### config.mk
export PLATFORM = sky130hd
export DESIGN_NAME = fp_add_arbiter
export DESIGN_NICKNAME = d
export VERILOG_FILES = /design/src/rtl/fp_add_arbiter.sv
export SDC_FILE = /design/constraint.sdc
export NUM_CORES = 1
export LEC_CHECK = 0
export CAP_MARGIN = 0
export CELL_PAD_IN_SITES_DETAIL_PLACEMENT = 0
export CELL_PAD_IN_SITES_GLOBAL_PLACEMENT = 1
export CORE_AREA = 2 2 155 157
export CTS_CLUSTER_DIAMETER = 80
export DETAILED_ROUTE_END_ITERATION = 10
export DIE_AREA = 0 0 157 159
export GPL_ROUTABILITY_DRIVEN = 1
export GPL_TIMING_DRIVEN = 0
export PLACE_DENSITY_LB_ADDON = 0.1
export SYNTH_ARGS = -nofsm -noshare
export SYNTH_HDL_FRONTEND = slang
export SYNTH_SLANG_ARGS = --single-unit
### constraint.sdc
create_clock -name clk -period 2.7 [get_ports clk]
set_input_delay 0.405 -clock clk [delete_from_list [all_inputs] [get_ports clk]]
set_output_delay 0.405 -clock clk [all_outputs]
set_load 0.005 [all_outputs]
### src/rtl/fp_add_arbiter.sv
// fp_add_arbiter: round-robin sharing of one external combinational FP32 adder.
// The operand stage (OP) registers the winning requester's operands onto the
// adder inputs. The response stage (RS) captures the adder sum and presents it
// with the owning requester's ID under a valid/ready handshake. Either stage
// may stall under backpressure without losing or duplicating data.

module fp_add_arbiter #(
  parameter int NUM_REQ = 4,
  parameter int ID_W    = 2,
  parameter int DATA_W  = 32
) (
  input  logic                      clk,
  input  logic                      rst,
  input  logic [NUM_REQ-1:0]        req_valid,
  input  logic [NUM_REQ*DATA_W-1:0] req_a,
  input  logic [NUM_REQ*DATA_W-1:0] req_b,
  output logic [NUM_REQ-1:0]        req_ready,
  output logic [DATA_W-1:0]         adder_a,
  output logic [DATA_W-1:0]         adder_b,
  input  logic [DATA_W-1:0]         adder_sum,
  output logic                      resp_valid,
  output logic [DATA_W-1:0]         resp_data,
  output logic [ID_W-1:0]           resp_id,
  input  logic                      resp_ready,
  output logic                      busy
);

  // Result of a round-robin search: whether anyone is requesting, and who.
  typedef struct packed {
    logic            found;
    logic [ID_W-1:0] idx;
  } pick_t;

  // Scan from the pointer upward with wrap-around; the first valid requester wins.
  function automatic pick_t rr_pick(input logic [NUM_REQ-1:0] valid,
                                    input logic [ID_W-1:0]    ptr);
    pick_t res;
    int    cand;
    logic  hit;
    res.found = 1'b0;
    res.idx   = {ID_W{1'b0}};
    for (int k = 0; k < NUM_REQ; k++) begin
      cand      = (int'(ptr) + k) % NUM_REQ;
      hit       = !res.found && valid[cand];
      res.idx   = hit ? ID_W'(cand) : res.idx;
      res.found = res.found | hit;
    end
    return res;
  endfunction

  // Pipeline state
  logic              op_valid_r;
  logic              rs_valid_r;
  logic              busy_r;
  logic [ID_W-1:0]   ptr_r;
  logic [ID_W-1:0]   op_id_r;
  logic [ID_W-1:0]   resp_id_r;
  logic [DATA_W-1:0] op_a_r;
  logic [DATA_W-1:0] op_b_r;
  logic [DATA_W-1:0] resp_data_r;

  // Combinational control
  pick_t             pick_s;
  logic              rs_free_s;
  logic              op_free_s;
  logic              accept_s;
  logic              move_s;
  logic              consume_s;
  logic              op_valid_nxt_s;
  logic              rs_valid_nxt_s;
  logic [ID_W-1:0]   next_ptr_s;
  logic [NUM_REQ-1:0] req_ready_s;
  logic [DATA_W-1:0] sel_a_s;
  logic [DATA_W-1:0] sel_b_s;

  // Stage advance: RS frees when empty or drained this cycle; OP frees when
  // empty or able to move into RS.
  always_comb begin
    rs_free_s = !rs_valid_r || resp_ready;
    op_free_s = !op_valid_r || rs_free_s;
    move_s    = op_valid_r && rs_free_s;
    consume_s = rs_valid_r && resp_ready;
  end

  // Arbitration: grant only when OP can take the operands this cycle.
  always_comb begin
    req_ready_s = {NUM_REQ{1'b0}};
    pick_s      = rr_pick(req_valid, ptr_r);
    accept_s    = pick_s.found && op_free_s;
    for (int i = 0; i < NUM_REQ; i++) begin
      req_ready_s[i] = accept_s && (pick_s.idx == ID_W'(i));
    end
  end

  // Pointer advances to the slot just past the winner, wrapping at NUM_REQ.
  always_comb begin
    next_ptr_s = {ID_W{1'b0}};
    if (pick_s.idx == ID_W'(NUM_REQ - 1)) begin
      next_ptr_s = {ID_W{1'b0}};
    end else begin
      next_ptr_s = pick_s.idx + ID_W'(1'b1);
    end
  end

  // Operand mux: AND-OR select of the winner's packed operands.
  always_comb begin
    sel_a_s = {DATA_W{1'b0}};
    sel_b_s = {DATA_W{1'b0}};
    for (int i = 0; i < NUM_REQ; i++) begin
      sel_a_s = sel_a_s | ((pick_s.idx == ID_W'(i)) ? req_a[i*DATA_W +: DATA_W] : {DATA_W{1'b0}});
      sel_b_s = sel_b_s | ((pick_s.idx == ID_W'(i)) ? req_b[i*DATA_W +: DATA_W] : {DATA_W{1'b0}});
    end
  end

  // Next-state of the stage valid flags; a same-edge refill wins over a drain.
  always_comb begin
    op_valid_nxt_s = op_valid_r;
    rs_valid_nxt_s = rs_valid_r;
    if (accept_s) begin
      op_valid_nxt_s = 1'b1;
    end else if (move_s) begin
      op_valid_nxt_s = 1'b0;
    end else begin
      op_valid_nxt_s = op_valid_r;
    end
    if (move_s) begin
      rs_valid_nxt_s = 1'b1;
    end else if (consume_s) begin
      rs_valid_nxt_s = 1'b0;
    end else begin
      rs_valid_nxt_s = rs_valid_r;
    end
  end

  // Control registers: stage flags, registered busy and the round-robin pointer.
  always_ff @(posedge clk or negedge rst) begin
    if (!rst) begin
      op_valid_r <= 1'b0;
      rs_valid_r <= 1'b0;
      busy_r     <= 1'b0;
      ptr_r      <= {ID_W{1'b0}};
    end else begin
      op_valid_r <= op_valid_nxt_s;
      rs_valid_r <= rs_valid_nxt_s;
      busy_r     <= op_valid_nxt_s || rs_valid_nxt_s;
      if (accept_s) begin
        ptr_r <= next_ptr_s;
      end
    end
  end

  // OP data: operands and owner load only on accept, so they stay stable while stalled.
  always_ff @(posedge clk or negedge rst) begin
    if (!rst) begin
      op_a_r  <= {DATA_W{1'b0}};
      op_b_r  <= {DATA_W{1'b0}};
      op_id_r <= {ID_W{1'b0}};
    end else if (accept_s) begin
      op_a_r  <= sel_a_s;
      op_b_r  <= sel_b_s;
      op_id_r <= pick_s.idx;
    end
  end

  // RS data: capture the adder sum and owner as OP moves forward.
  always_ff @(posedge clk or negedge rst) begin
    if (!rst) begin
      resp_data_r <= {DATA_W{1'b0}};
      resp_id_r   <= {ID_W{1'b0}};
    end else if (move_s) begin
      resp_data_r <= adder_sum;
      resp_id_r   <= op_id_r;
    end
  end

  assign req_ready  = req_ready_s;
  assign adder_a    = op_a_r;
  assign adder_b    = op_b_r;
  assign resp_valid = rs_valid_r;
  assign resp_data  = resp_data_r;
  assign resp_id    = resp_id_r;
  assign busy       = busy_r;

endmodule
Yosys cells after proc, flatten, opt, wreduce, memory -nomap -nowiden
Index checks and enable logic that the tools add are counted.

operators by class
  multiplexer cells = 28
  add/subtract/negate cells = 4
  equal/unequal tests = 3
  order comparisons = 4
  reductions and logical operators = 22
  bitwise gates (word level) = 12

operator list
  cell                                                count
  two-way mux 32 bit                                  8
  bitwise OR 32 bit                                   6
  < comparator 3 x 4 -> 1 bit, second input constant  3
  two-way mux 1 bit                                   11
  logical AND 1 bit                                   10
  two-way mux 2 bit                                   5
  binary-select mux 1 bit (select 2 bit)              4
  OR reduction 2 bit                                  3
  logical NOT 1 bit                                   5
  adder 2 x 1 -> 2 bit, second input constant         2
  adder 2 bit, second input constant                  2
  == test 2 bit, second input constant                2
  AND 1 bit, first input constant                     3
  logical OR 1 bit                                    3
  < comparator 2 x 3 -> 1 bit, second input constant  1
  bitwise OR 1 bit                                    3
  == test 2 x 1 -> 1 bit, second input constant       1
  logical NOT 2 bit                                   1

storage, ports and cells
  register bits after elaboration = 105
  logic and storage cells = 82
  output and inout port bits = 104
  bits of input ports = 295

Longest topological paths before layout
Gate-level depths: netlist of run 1.

  depth after elaboration = 19
  mapped depth = 9
  mapped depth without buffers = 7

Worst setup path after synthesis of run 1
OpenSTA, ideal clock, no wires.

  kind = register to register
  start = register ptr_r[1]
  end = register op_a_r[10], in the netlist adder_a[10]
  arrival = 2256 ps
  cell stages (with the launch flop) = 10
  data required time = 2575 ps
  slack = 318 ps
  setup time = 125 ps
  cells stage by stage = dfrtp_1 -> mux2i_1 -> nor2_1 -> or4_1 -> ha_1 -> clkbuf_1 -> buf_1 -> a22oi_1 -> nand2_1 -> mux2_4

between the ends
  cells in the longest elaborated chain, start to end = 17
  elaborated cells on any way between the ends = 39
  those cells by class = 3 x add/sub; 3 x eq/ne; 19 x mux; 6 x bitwise; 8 x reduce/logical

ends and longest elaborated chain
  what                                                         RTL line  source
  start, declared                                              55        logic [ID_W-1:0] ptr_r;
  start signal, assigned                                       141       ptr_r <= {ID_W{1'b0}};
  start signal, assigned                                       147       ptr_r <= next_ptr_s;
  adder 2 x 1 -> 2 bit                                         43        cand = (int'(ptr) + k) % NUM_REQ;
  binary-select mux 1 bit (select 2 bit)                       44        hit = !res.found && valid[cand];
  two-way mux 1 bit (implied by the code) (2 in a row)         44
  logical AND 1 bit                                            44
  bitwise OR 1 bit                                             46        res.found = res.found | hit;
  logical NOT 1 bit                                            44
  logical AND 1 bit                                            44
  bitwise OR 1 bit                                             46
  logical NOT 1 bit                                            44
  logical AND 1 bit                                            44
  two-way mux 2 bit                                            45        res.idx = hit ? ID_W'(cand) : res.idx;
  == test 2 x 1 -> 1 bit or logical NOT 2 bit (tied branches)  110       sel_a_s = sel_a_s | ((pick_s.idx == ID_W'(i)) ? req_a[i*DATA_W +: DATA_W] : {DATA_W{1'b0}});
  two-way mux 32 bit                                           110
  bitwise OR 32 bit (3 in a row)                               110
  end signal, assigned                                         155       op_a_r <= {DATA_W{1'b0}};
  end signal, assigned                                         159       op_a_r <= sel_a_s;
  end, declared                                                58        logic [DATA_W-1:0] op_a_r;

Parallel ways exist; a longest one is shown, timed or not. The select of a mux whose other input is x is not followed.
A chain may end at the register's enable or synchronous reset.

==> results by group, run 1 <==
Clocking
  • Clk sinks: 105
  • CTS Root Cell: clkbuf_16
  • H-tree Lvls: 3
  • Clock buffer depth: 2
  • Num CTS Buffers: 9
  • Clk_lat worst skew: 0.37 ns
  • Clock slew at reported path FFs: 0.09 ns
  • CTS tree: built

Synthesis
  • Post-synthesis register bit count: 105
  • Netlist Area Pre-Place: 5426 sq um
  • Synth Warn #: 0
  • Syn Nets: 774
  • Synth Instances: 475
  • Syn_area_per_cell: 11.42 sq um
  • Number of library cell types mapped by synthesis: 30
  • Seq/Total Area, Yosys: 0.4842

Placed design
  • GPL Wtd Cong: 0.8009
  • Pre-CTS WS: -1.487 ns
  • Placed inst area: 9834 sq um
  • Hpwl dp: 20340 microns
  • IO buf count: 398

Global route
  • Vias in the first global route: 6211
  • Initial antenna violation count: 2
  • First-pass GRT wire length: 37200 microns
  • Largest net degree at the start of global routing: 64
  • Global route total overflow: 0
  • GRT Util Overall: 0.2011

Die
  • Core outline area: 23190 sq um
  • Starting density of the core: 0.2340
  • Ports: 399
  • Die area: 24960 sq um
  • Rows: 56
  • DIE WIDTH: 157 microns
  • Die height: 159 microns

Cells and area
  • Reg area: 2628 sq um
  • Nets: 1201
  • Finished Cell Area: 10610 sq um
  • Fillcell total: 2180
  • Area of the multi-input gates: 2764 sq um
  • Final Util: 0.4576
  • Layout cells sized above 1: 0.2172
  • Area grow syn2layout: 95.57%

Pwr
  • Pint: 5.535 mW
  • Power, Total: 8.535 mW
  • Part of the power in registers: 0.286
  • Switching power total: 3.000 mW
  • Pwr/cell area: 804.2 nW/um^2
  • Net Sw Frac: 0.3515
  • VDD IR-drop max: 0.0003720 V
  • P_leak: 4.359 nW
  • Logic pwr share: 0.547
  • Clock power share: 0.167

Worst setup path
  • Crit path DAT: 2.19 ns
  • Worst-path maximum fanout: 10
  • Slowest CP cell: dfrtp_1
  • CP max stage delay: 0.40 ns
  • Reg2Reg Setup Slack: 0.16 ns
  • WS Path Type: reg -> out
  • Critical path launch point type: flop
  • Critical Path RT: 2.30 ns
  • CP cell instances: mux2i_2, nor2_2, nor4_4, ha_2, clkbuf_16, buf_12, and2_4, buf_6
  • CP Capture Type: output port

STA
  • Final Hold Fails: 0
  • Worst clock skew: 0.01447 ns
  • Min Clock Period, post-route: 2.600 ns
  • Slew @ Worst Pin: 0.8687 ns
  • Final setup violation count: 0
  • Pins Over Slew Limit: 0
  • Slew margin rel.: 0.4209
  • Final setup margin: 0.1000 ns
  • Final period utilization: 0.9630
  • Peak Freq: 384.6 MHz
  • RSZ-0062 raised after global routing: no
  • Post-Route Setup TNS: 0 ns

Drt
  • Initial DRC Count: 199
  • Routed wire length: 25950 microns
  • Antenna Nets Post-Route: 0
  • Number of vias per cell: 4.617
  • Count of TritonRoute iterations in the first routing pass: 4
  • # DRC: 0
  • Routed length per instance: 21.15 microns
  • Vias after detailed routing: 5665

Job
  • Maxcap violations: 0

Worst hold path
  • Hold crit path type: in -> async

Outcome
  • Status: finished clean
area by class of cell:
cell class,count,share of cell area
inverters,2,0.0007074
multi-input cells,330,0.2604
plain buffers,34,0.02924
repair buffers,420,0.3939
well taps,319,0.03761
clock buffers,9,0.02122
clock inverters,7,0.009078
flip-flops and latches,105,0.2476
diodes,1,0.0002358
routing by layer:
metal,GRT usage,vias to the layer above,share of wire
met5,0,-,0
met3,0.05525,28,0.075
met1,0.2208,2740,0.38
met4,0.05129,0,0.018
li1,-,2653,-
met2,0.3768,244,0.53
state kept, by name, indices dropped and copies added (netlist names):
name	flops
ptr_r	2
busy	1
op_valid_r	1
adder_a	32
adder_b	32
op_id_r	2
resp_data	32
resp_id	2
resp_valid	1
synthesized netlist by cell type (all sizes together):
cell type / count / area (sq um)
a221oi: 1 / 8.760
and3b: 1 / 8.760
ha: 4 / 50.05
o31ai: 2 / 15.01
a21oi: 2 / 10.01
nor2: 3 / 13.77
dfrtp: 105 / 2628
clkbuf: 12 / 45.04
nand2: 67 / 251.5
nor3b: 1 / 7.510
and2: 4 / 25.02
o31a: 1 / 8.760
or4: 1 / 7.510
buf: 26 / 122.6
a22oi: 128 / 960.9
o21ai: 3 / 15.01
mux2i: 1 / 10.01
or2: 1 / 6.260
nand2b: 5 / 31.28
o21bai: 1 / 7.510
nand3b: 2 / 15.01
nor4: 2 / 27.53
mux2: 99 / 1137
inv: 2 / 7.510
nor2b: 1 / 6.260
power groups by stage:
stage / clock [mW] / sequential, mW / combinational (mW)
3_5_place_dp: 0 / 2.47 / 4.21
3_3_place_gp: 0 / 2.45 / 4.20
5_1_grt: 1.54 / 2.52 / 5.02
6_report: 1.42 / 2.44 / 4.67
4_1_cts: 1.49 / 2.44 / 4.68
2_1_floorplan: 0 / 2.49 / 1.70
critical path, delay by kind of cell (launching register included):
kind / cells / cell delay (ns)
mux: 1 / 0.28
fa+ha+maj: 1 / 0.25
flops: 1 / 0.40
buf+inv: 3 / 0.35
simple gates: 3 / 0.54
path summary, 6_finish.rpt:
kind	startpoint	to	cells after the start
setup / recovery	ptr_r[1]	req_ready[1]	8
hold / removal	rst	adder_a[21]	1
setup reg to reg	ptr_r[1]	adder_b[19]	8
hold reg to reg	adder_b[7]	adder_b[7]	1
max in group asynchronous	rst	adder_b[7]	2
min in group clk	adder_b[7]	adder_b[7]	1
kinds of logic (layout without fill, tap and decap cells):
family / after synthesis / count (layout) / share of synthesized area
other cells: 0 / 1 / 0
fa+ha+maj: 4 / 4 / 0.009223
buf+inv: 40 / 472 / 0.03228
compound gates: 138 / 138 / 0.1891
flops: 105 / 105 / 0.4842
simple gates: 88 / 88 / 0.07379
mux: 100 / 100 / 0.2114
stage by stage:
| step | std cells | hold WS, ns |
|---|---|---|
| 3_3_place_gp | 1192 | 0.4863 |
| 4_1_cts | 1225 | 0.1654 |
| 5_1_grt | 1227 | 0.1884 |
| 3_5_place_dp | 1193 | 0.4928 |
| 6_report | 1227 | 0.1265 |
| 2_1_floorplan | 475 | 0.1094 |
cell usage in the layout (no fill, tap or decap), types with 4 or more instances in the layout:
cell and instances:
nand2b_1 5, a22oi_1 121, nand2_1 66, mux2_4 6
mux2_2 93, buf_2 13, buf_6 8, a22oi_2 7
dfrtp_1 105, clkdlybuf4s50_1 389, buf_12 4, clkbuf_16 12
buf_4 25
what timing repair did:
item,in CTS,in global routing
pin swaps,11,7
setup endpoints to repair,68,57
resized for setup,94,27
setup buffers,17,4
hold buffers,0,0
Note: power is estimated with default switching activity, not from simulation.
==> inputs of run 2 (changes only) <==
- CORE_AREA: 2 2 155 157 -> 2 2 180 129
- DIE_AREA: 0 0 157 159 -> 0 0 182 131
==> results by group, run 2 (synthesis gave the netlist of run 1 again) <==
STA
  • Final Hold Fails: 0 (unchanged)
  • Slew margin rel.: 0.3986 (-0.02227)
  • Min Clock Period, post-route: 2.736 ns (+0.1362 ns)
  • Slew @ Worst Pin: 0.9021 ns (+0.03340 ns)
  • Worst clock skew: 0.006413 ns (-0.008059 ns)
  • Pins Over Slew Limit: 0 (unchanged)
  • Final setup violation count: 2 (+2)
  • Worst hold slack: 0.1657 ns (+0.03923 ns)
  • Peak Freq: 365.5 MHz (-5.0%)
  • Final period utilization: 1.013 (+0.05045)
  • Final setup margin: -0.03618 ns (-0.1362 ns)
  • RSZ-0062 raised after global routing: yes

Clocking
  • CTS Root Cell: clkbuf_16
  • Num CTS Buffers: 9 (unchanged)
  • CTS Hold Buffers Added: 0 (unchanged)
  • Clk_lat worst skew: 0.36 ns (about the same)
  • Clock slew at reported path FFs: 0.07 ns (-0.02 ns)
  • Clk sinks: 105 (unchanged)
  • CTS tree: built
  • Clock buffer depth: 2 (unchanged)
  • H-tree Lvls: 3 (unchanged)

Worst setup path
  • WS Path Type: reg -> out
  • Worst r2r path cells: 11 (+3)
  • Crit path DAT: 2.33 ns (+0.14 ns)
  • Critical Path RT: 2.30 ns (about the same)
  • Critical Path Source: ptr_r[1]
  • CP Capture Type: output port
  • Critical path launch point type: flop
  • Worst R2R Start: ptr_r[1]
  • Worst-path maximum fanout: 3 (-7)

Pwr
  • P_leak: 4.362 nW (about the same)
  • Pwr/cell area: 814.6 nW/um^2 (+1.3%)
  • Power, Total: 8.642 mW (+1.2%)
  • VDD IR-drop max: 0.0003174 V (-15%)

Global route
  • First-pass GRT wire length: 37100 microns (-0.28%)
  • GRT Util Overall: 0.2102 (+0.009085)
  • Global route total overflow: 0 (unchanged)
  • Largest net degree at the start of global routing: 65 (+1.6%)
  • Initial antenna violation count: 2 (unchanged)
  • Vias in the first global route: 6173 (-0.61%)

Die
  • Rows: 46 (-18%)
  • Starting density of the core: 0.2443 (+0.01028)
  • Ports: 399 (unchanged)
  • Die height: 131 microns (-18%)
  • Core outline area: 22220 sq um (-4.2%)
  • DIE WIDTH: 182 microns (+16%)
  • Die area: 23840 sq um (-4.5%)

Drt
  • Routed length per instance: 21.54 microns (+1.8%)
  • Count of TritonRoute iterations in the first routing pass: 7 (+3)
  • Vias after detailed routing: 5716 (+0.90%)
  • Antenna Nets Post-Route: 0 (unchanged)
  • Initial DRC Count: 235 (+18%)
  • Number of vias per cell: 4.783 (+3.6%)
  • Routed wire length: 25740 microns (-0.82%)
  • # DRC: 0 (unchanged)

Worst hold path
  • Hold crit path type: in -> async

Outcome
  • Failing checks: negative setup slack
  • Status: finished, violations left

Cells and area
  • Area grow syn2layout: 95.50% (about the same)
  • Nets: 1199 (-0.17%)
  • Layout cells sized above 1: 0.2199 (+0.002690)
  • Commonest non-fill, non-tap cell in the layout: clkdlybuf4s50_1
  • Most frequent cells in the layout: clkdlybuf4s50_1 (389), a22oi_1 (121), dfrtp_1 (104)

Placed design
  • Hpwl dp: 19940 microns (-2.0%)
  • Pre-CTS WS: -1.572 ns (-0.08507 ns)
  • GPL Wtd Cong: 0.8296 (+3.6%)
  • IO buf count: 398 (unchanged)

Job
  • Maxcap violations: 0 (unchanged)
## run 2: changes by cell type in the layout (fill, tap and decap cells not counted), moves of 3 or more
cell / change
buf_4: -10
buf_6: +5
clkbuf_2: +7
clkbuf_8: +3
inv_12: -3
buf_8: +3
buf_2: -4
## run 2: final cells by class
cell class,instances,area (sq um)
fillers,2050,11610
repair buffers,415,4136
clock inverters,5,87.58
flip-flops and latches,105,2629
multi-input cells,330,2774
clock buffers,11,242.7
inverters,2,7.507
well taps,288,360.3
diodes,2,5.005
plain buffers,37,366.6
## run 2: per-stage QoR
step | setup TNS [ns] | instances | util | cell area (sq um)
2_1_floorplan | 0 | 475 | - | 5426
3_3_place_gp | -380.85 | 1161 | 0.4398 | 9771
3_5_place_dp | -63.32 | 1162 | 0.4409 | 9796
4_1_cts | -0.3022 | 1188 | 0.4716 | 10480
5_1_grt | -0.2386 | 1194 | 0.4774 | 10610
6_report | -0.07076 | 1195 | 0.4775 | 10610
## run 2: worst max-delay path: stages, from the launching register on
cell and delay [ns]:
dfrtp_2 0.45, buf_6 0.14, nand2_4 0.07, a21oi_4 0.07, or4_4 0.59, ha_4 0.19
buf_8 0.12, buf_12 0.11, and2_4 0.12, buf_6 0.11
## run 2: metal layers
layer	share of wire	GRT usage
met1	0.40	0.2470
met2	0.51	0.3839
met3	0.071	0.05848
met4	0.015	0.05123
met5	0	0
## run 2: path summary, 6_finish.rpt
path                                 endpoint  slack [ns]
worst max-delay path             req_ready[2]       -0.04
worst min-delay path             resp_data[2]        0.17
worst max register to register     adder_a[7]        0.03
worst min register to register  resp_data[15]        0.51
max in group asynchronous            ptr_r[1]        1.79
min in group clk                resp_data[15]        0.51
## run 2: power by group
group / switching [mW] / internal [mW] / total, mW
clock network: 0.631 / 0.848 / 1.48
logic: 2.00 / 2.72 / 4.71
registers: 0.305 / 2.14 / 2.45
## run 2: what timing repair did
action,CTS,global route
buffers inserted,10,6
resized for setup,94,34
setup endpoints to repair,68,62
pin swaps,10,9
==> inputs of run 3 (changes only) <==
- CTS_BUF_LIST: default -> sky130_fd_sc_hd__clkbuf_8
==> results by group, run 3 (synthesis gave the netlist of run 1 again) <==
Cells and area
  • Commonest non-fill, non-tap cell in the layout: clkdlybuf4s50_1
  • Nets: 1198 (-0.083%)
  • Layout cells sized above 1: 0.2301 (+0.01020)
  • Area grow syn2layout: 94.10%
  • Finished Cell Area: 10530 sq um (-0.72%)
  • Finished Layout Cells: 1195 (unchanged)
  • Most frequent cells in the layout: clkdlybuf4s50_1 (389), a22oi_1 (110), dfrtp_1 (104)

Worst setup path
  • Critical Path RT: 2.30 ns (about the same)
  • Reg2Reg Setup Slack: -0.02 ns (-0.05 ns)
  • Critical Path Source: ptr_r[1]
  • Worst-path maximum fanout: 3 (unchanged)
  • WS Path Type: reg -> out
  • Crit path DAT: 2.35 ns (+0.02 ns)
  • Worst R2R Start: ptr_r[1]
  • RR Endpoint: adder_a[7]
  • CP Capture Type: output port
  • Worst r2r path cells: 11 (unchanged)
  • Critical path launch point type: flop

Die
  • Die area: 23840 sq um (unchanged)
  • Starting density of the core: 0.2443 (unchanged)
  • Core outline area: 22220 sq um (unchanged)
  • Die height: 131 microns (unchanged)
  • Rows: 46 (unchanged)
  • DIE WIDTH: 182 microns (unchanged)
  • Ports: 399 (unchanged)

Pwr
  • Pwr/cell area: 790.3 nW/um^2 (-3.0%)
  • Clock power share: 0.138 (-0.033)
  • Net Sw Frac: 0.3500 (+0.01077)
  • VDD IR-drop max: 0.0002816 V (-11%)
  • Part of the power in registers: 0.294 (+0.011)
  • Pint: 5.411 mW (-5.2%)
  • Power, Total: 8.324 mW (-3.7%)
  • P_leak: 4.315 nW (-1.1%)
  • Switching power total: 2.914 mW (-0.62%)
  • Logic pwr share: 0.569 (+0.024)

Clocking
  • CTS Root Cell: clkbuf_8
  • CTS tree: built
  • Clk_lat worst skew: 0.38 ns (+0.02 ns)
  • Clock slew at reported path FFs: 0.11 ns (+0.04 ns)
  • H-tree Lvls: 3 (unchanged)
  • Clk sinks: 105 (unchanged)
  • Clock buffer depth: 2 (unchanged)
  • Num CTS Buffers: 9 (unchanged)
  • CTS Hold Buffers Added: 0 (unchanged)

STA
  • Slew margin rel.: 0.3908 (-0.007774)
  • Slew @ Worst Pin: 0.9138 ns (+0.01166 ns)
  • Worst hold slack: 0.1307 ns (-0.03494 ns)
  • Pins Over Slew Limit: 0 (unchanged)
  • Final setup margin: -0.05119 ns (-0.01501 ns)
  • Final setup violation count: 2 (unchanged)
  • Final period utilization: 1.019 (+0.005558)
  • Post-Route Setup TNS: -0.07151 ns (-0.0007532 ns)
  • RSZ-0062 raised after global routing: yes
  • Peak Freq: 363.5 MHz (-0.55%)
  • Worst clock skew: 0.008172 ns (+0.001759 ns)
  • Min Clock Period, post-route: 2.751 ns (+0.01501 ns)
  • Final Hold Fails: 0 (unchanged)

Global route
  • GRT Util Overall: 0.2100 (about the same)
  • Largest net degree at the start of global routing: 65 (unchanged)
  • Initial antenna violation count: 3 (+1)
  • First-pass GRT wire length: 37180 microns (+0.20%)
  • Vias in the first global route: 6158 (-0.24%)
  • Global route total overflow: 0 (unchanged)

Drt
  • Vias after detailed routing: 5716 (unchanged)
  • Count of TritonRoute iterations in the first routing pass: 4 (-3)
  • Routed length per instance: 21.66 microns (+0.56%)
  • Routed wire length: 25880 microns (+0.56%)
  • # DRC: 0 (unchanged)
  • Antenna Nets Post-Route: 0 (unchanged)
  • Initial DRC Count: 232 (-1.3%)
  • Number of vias per cell: 4.783 (unchanged)

Job
  • Maxcap violations: 0 (unchanged)

Placed design
  • Dpl cells: 1162 (unchanged)
  • Placed inst area: 9796 sq um (unchanged)
  • IO buf count: 398 (unchanged)
  • Hpwl dp: 19940 microns (unchanged)
  • GPL Wtd Cong: 0.8296 (unchanged)

Worst hold path
  • Hold crit path type: in -> async

Outcome
  • Status: finished, violations left
  • Failing checks: negative setup slack
-- run 3: changes by cell type in the layout (fill, tap and decap cells not counted), moves of 9 or more --
cell	change
a22oi_1	-11
a22oi_2	+11
clkbuf_16	-9
clkbuf_8	+9
-- run 3: worst max-delay path, stage by stage, from the launching register on --
cell and delay [ns]:
dfrtp_2 0.47, buf_6 0.14, nand2_4 0.07, a21oi_4 0.07
or4_4 0.57, ha_4 0.19, buf_8 0.12, buf_8 0.11
and2_4 0.13, buf_6 0.11
-- run 3: through the flow --
step,worst slack [ns],utilization
final,-0.05119,0.4741
after global placement,-3.080,0.4398
after floorplan,0.3184,-
after CTS,-0.1545,0.4668
after global routing,-0.1150,0.4740
after detailed placement,-1.572,0.4409
-- run 3: power groups by stage --
stage          registers, mW  logic (mW)  clock network (mW)
2_1_floorplan           2.49        1.70                   0
3_3_place_gp            2.46        4.18                   0
3_5_place_dp            2.48        4.22                   0
4_1_cts                 2.45        4.63                1.20
5_1_grt                 2.52        5.10                1.26
6_report                2.45        4.73                1.15
-- run 3: worst max path at each step --
stage / end / cells after the start / slack (ns)
floorplan: adder_a[10] / 9 / 0.32
global placement: adder_a[31] / 1 / -3.08
detailed placement: req_ready[3] / 9 / -1.57
CTS: req_ready[0] / 8 / -0.15
global route: req_ready[0] / 9 / -0.11
finish: req_ready[0] / 9 / -0.05
-- run 3: cell type report --
class	count	area [sq um]
fill	2074	11680
timing repair buffer	416	4138
multi-input combinational	330	2826
sequential	105	2629
tap	288	360.3
buffer	35	335.3
clock buffer	10	137.6
clock inverter	6	91.34
inverter	2	7.507
antenna	3	7.507
-- run 3: routing by layer --
layer  track usage  routed length [microns]  up-vias
met4       0.04696                      308        0
met5             0                        0        -
met1        0.2473                    10270     2793
li1              -                        -     2637
met3       0.05848                     1958       22
met2        0.3848                    13350      264
-- run 3: timing repair --
action | CTS | global route
pin swaps | 9 | 10
buffers inserted | 9 | 8
setup endpoints to repair | 68 | 62
gates resized for setup | 95 | 40
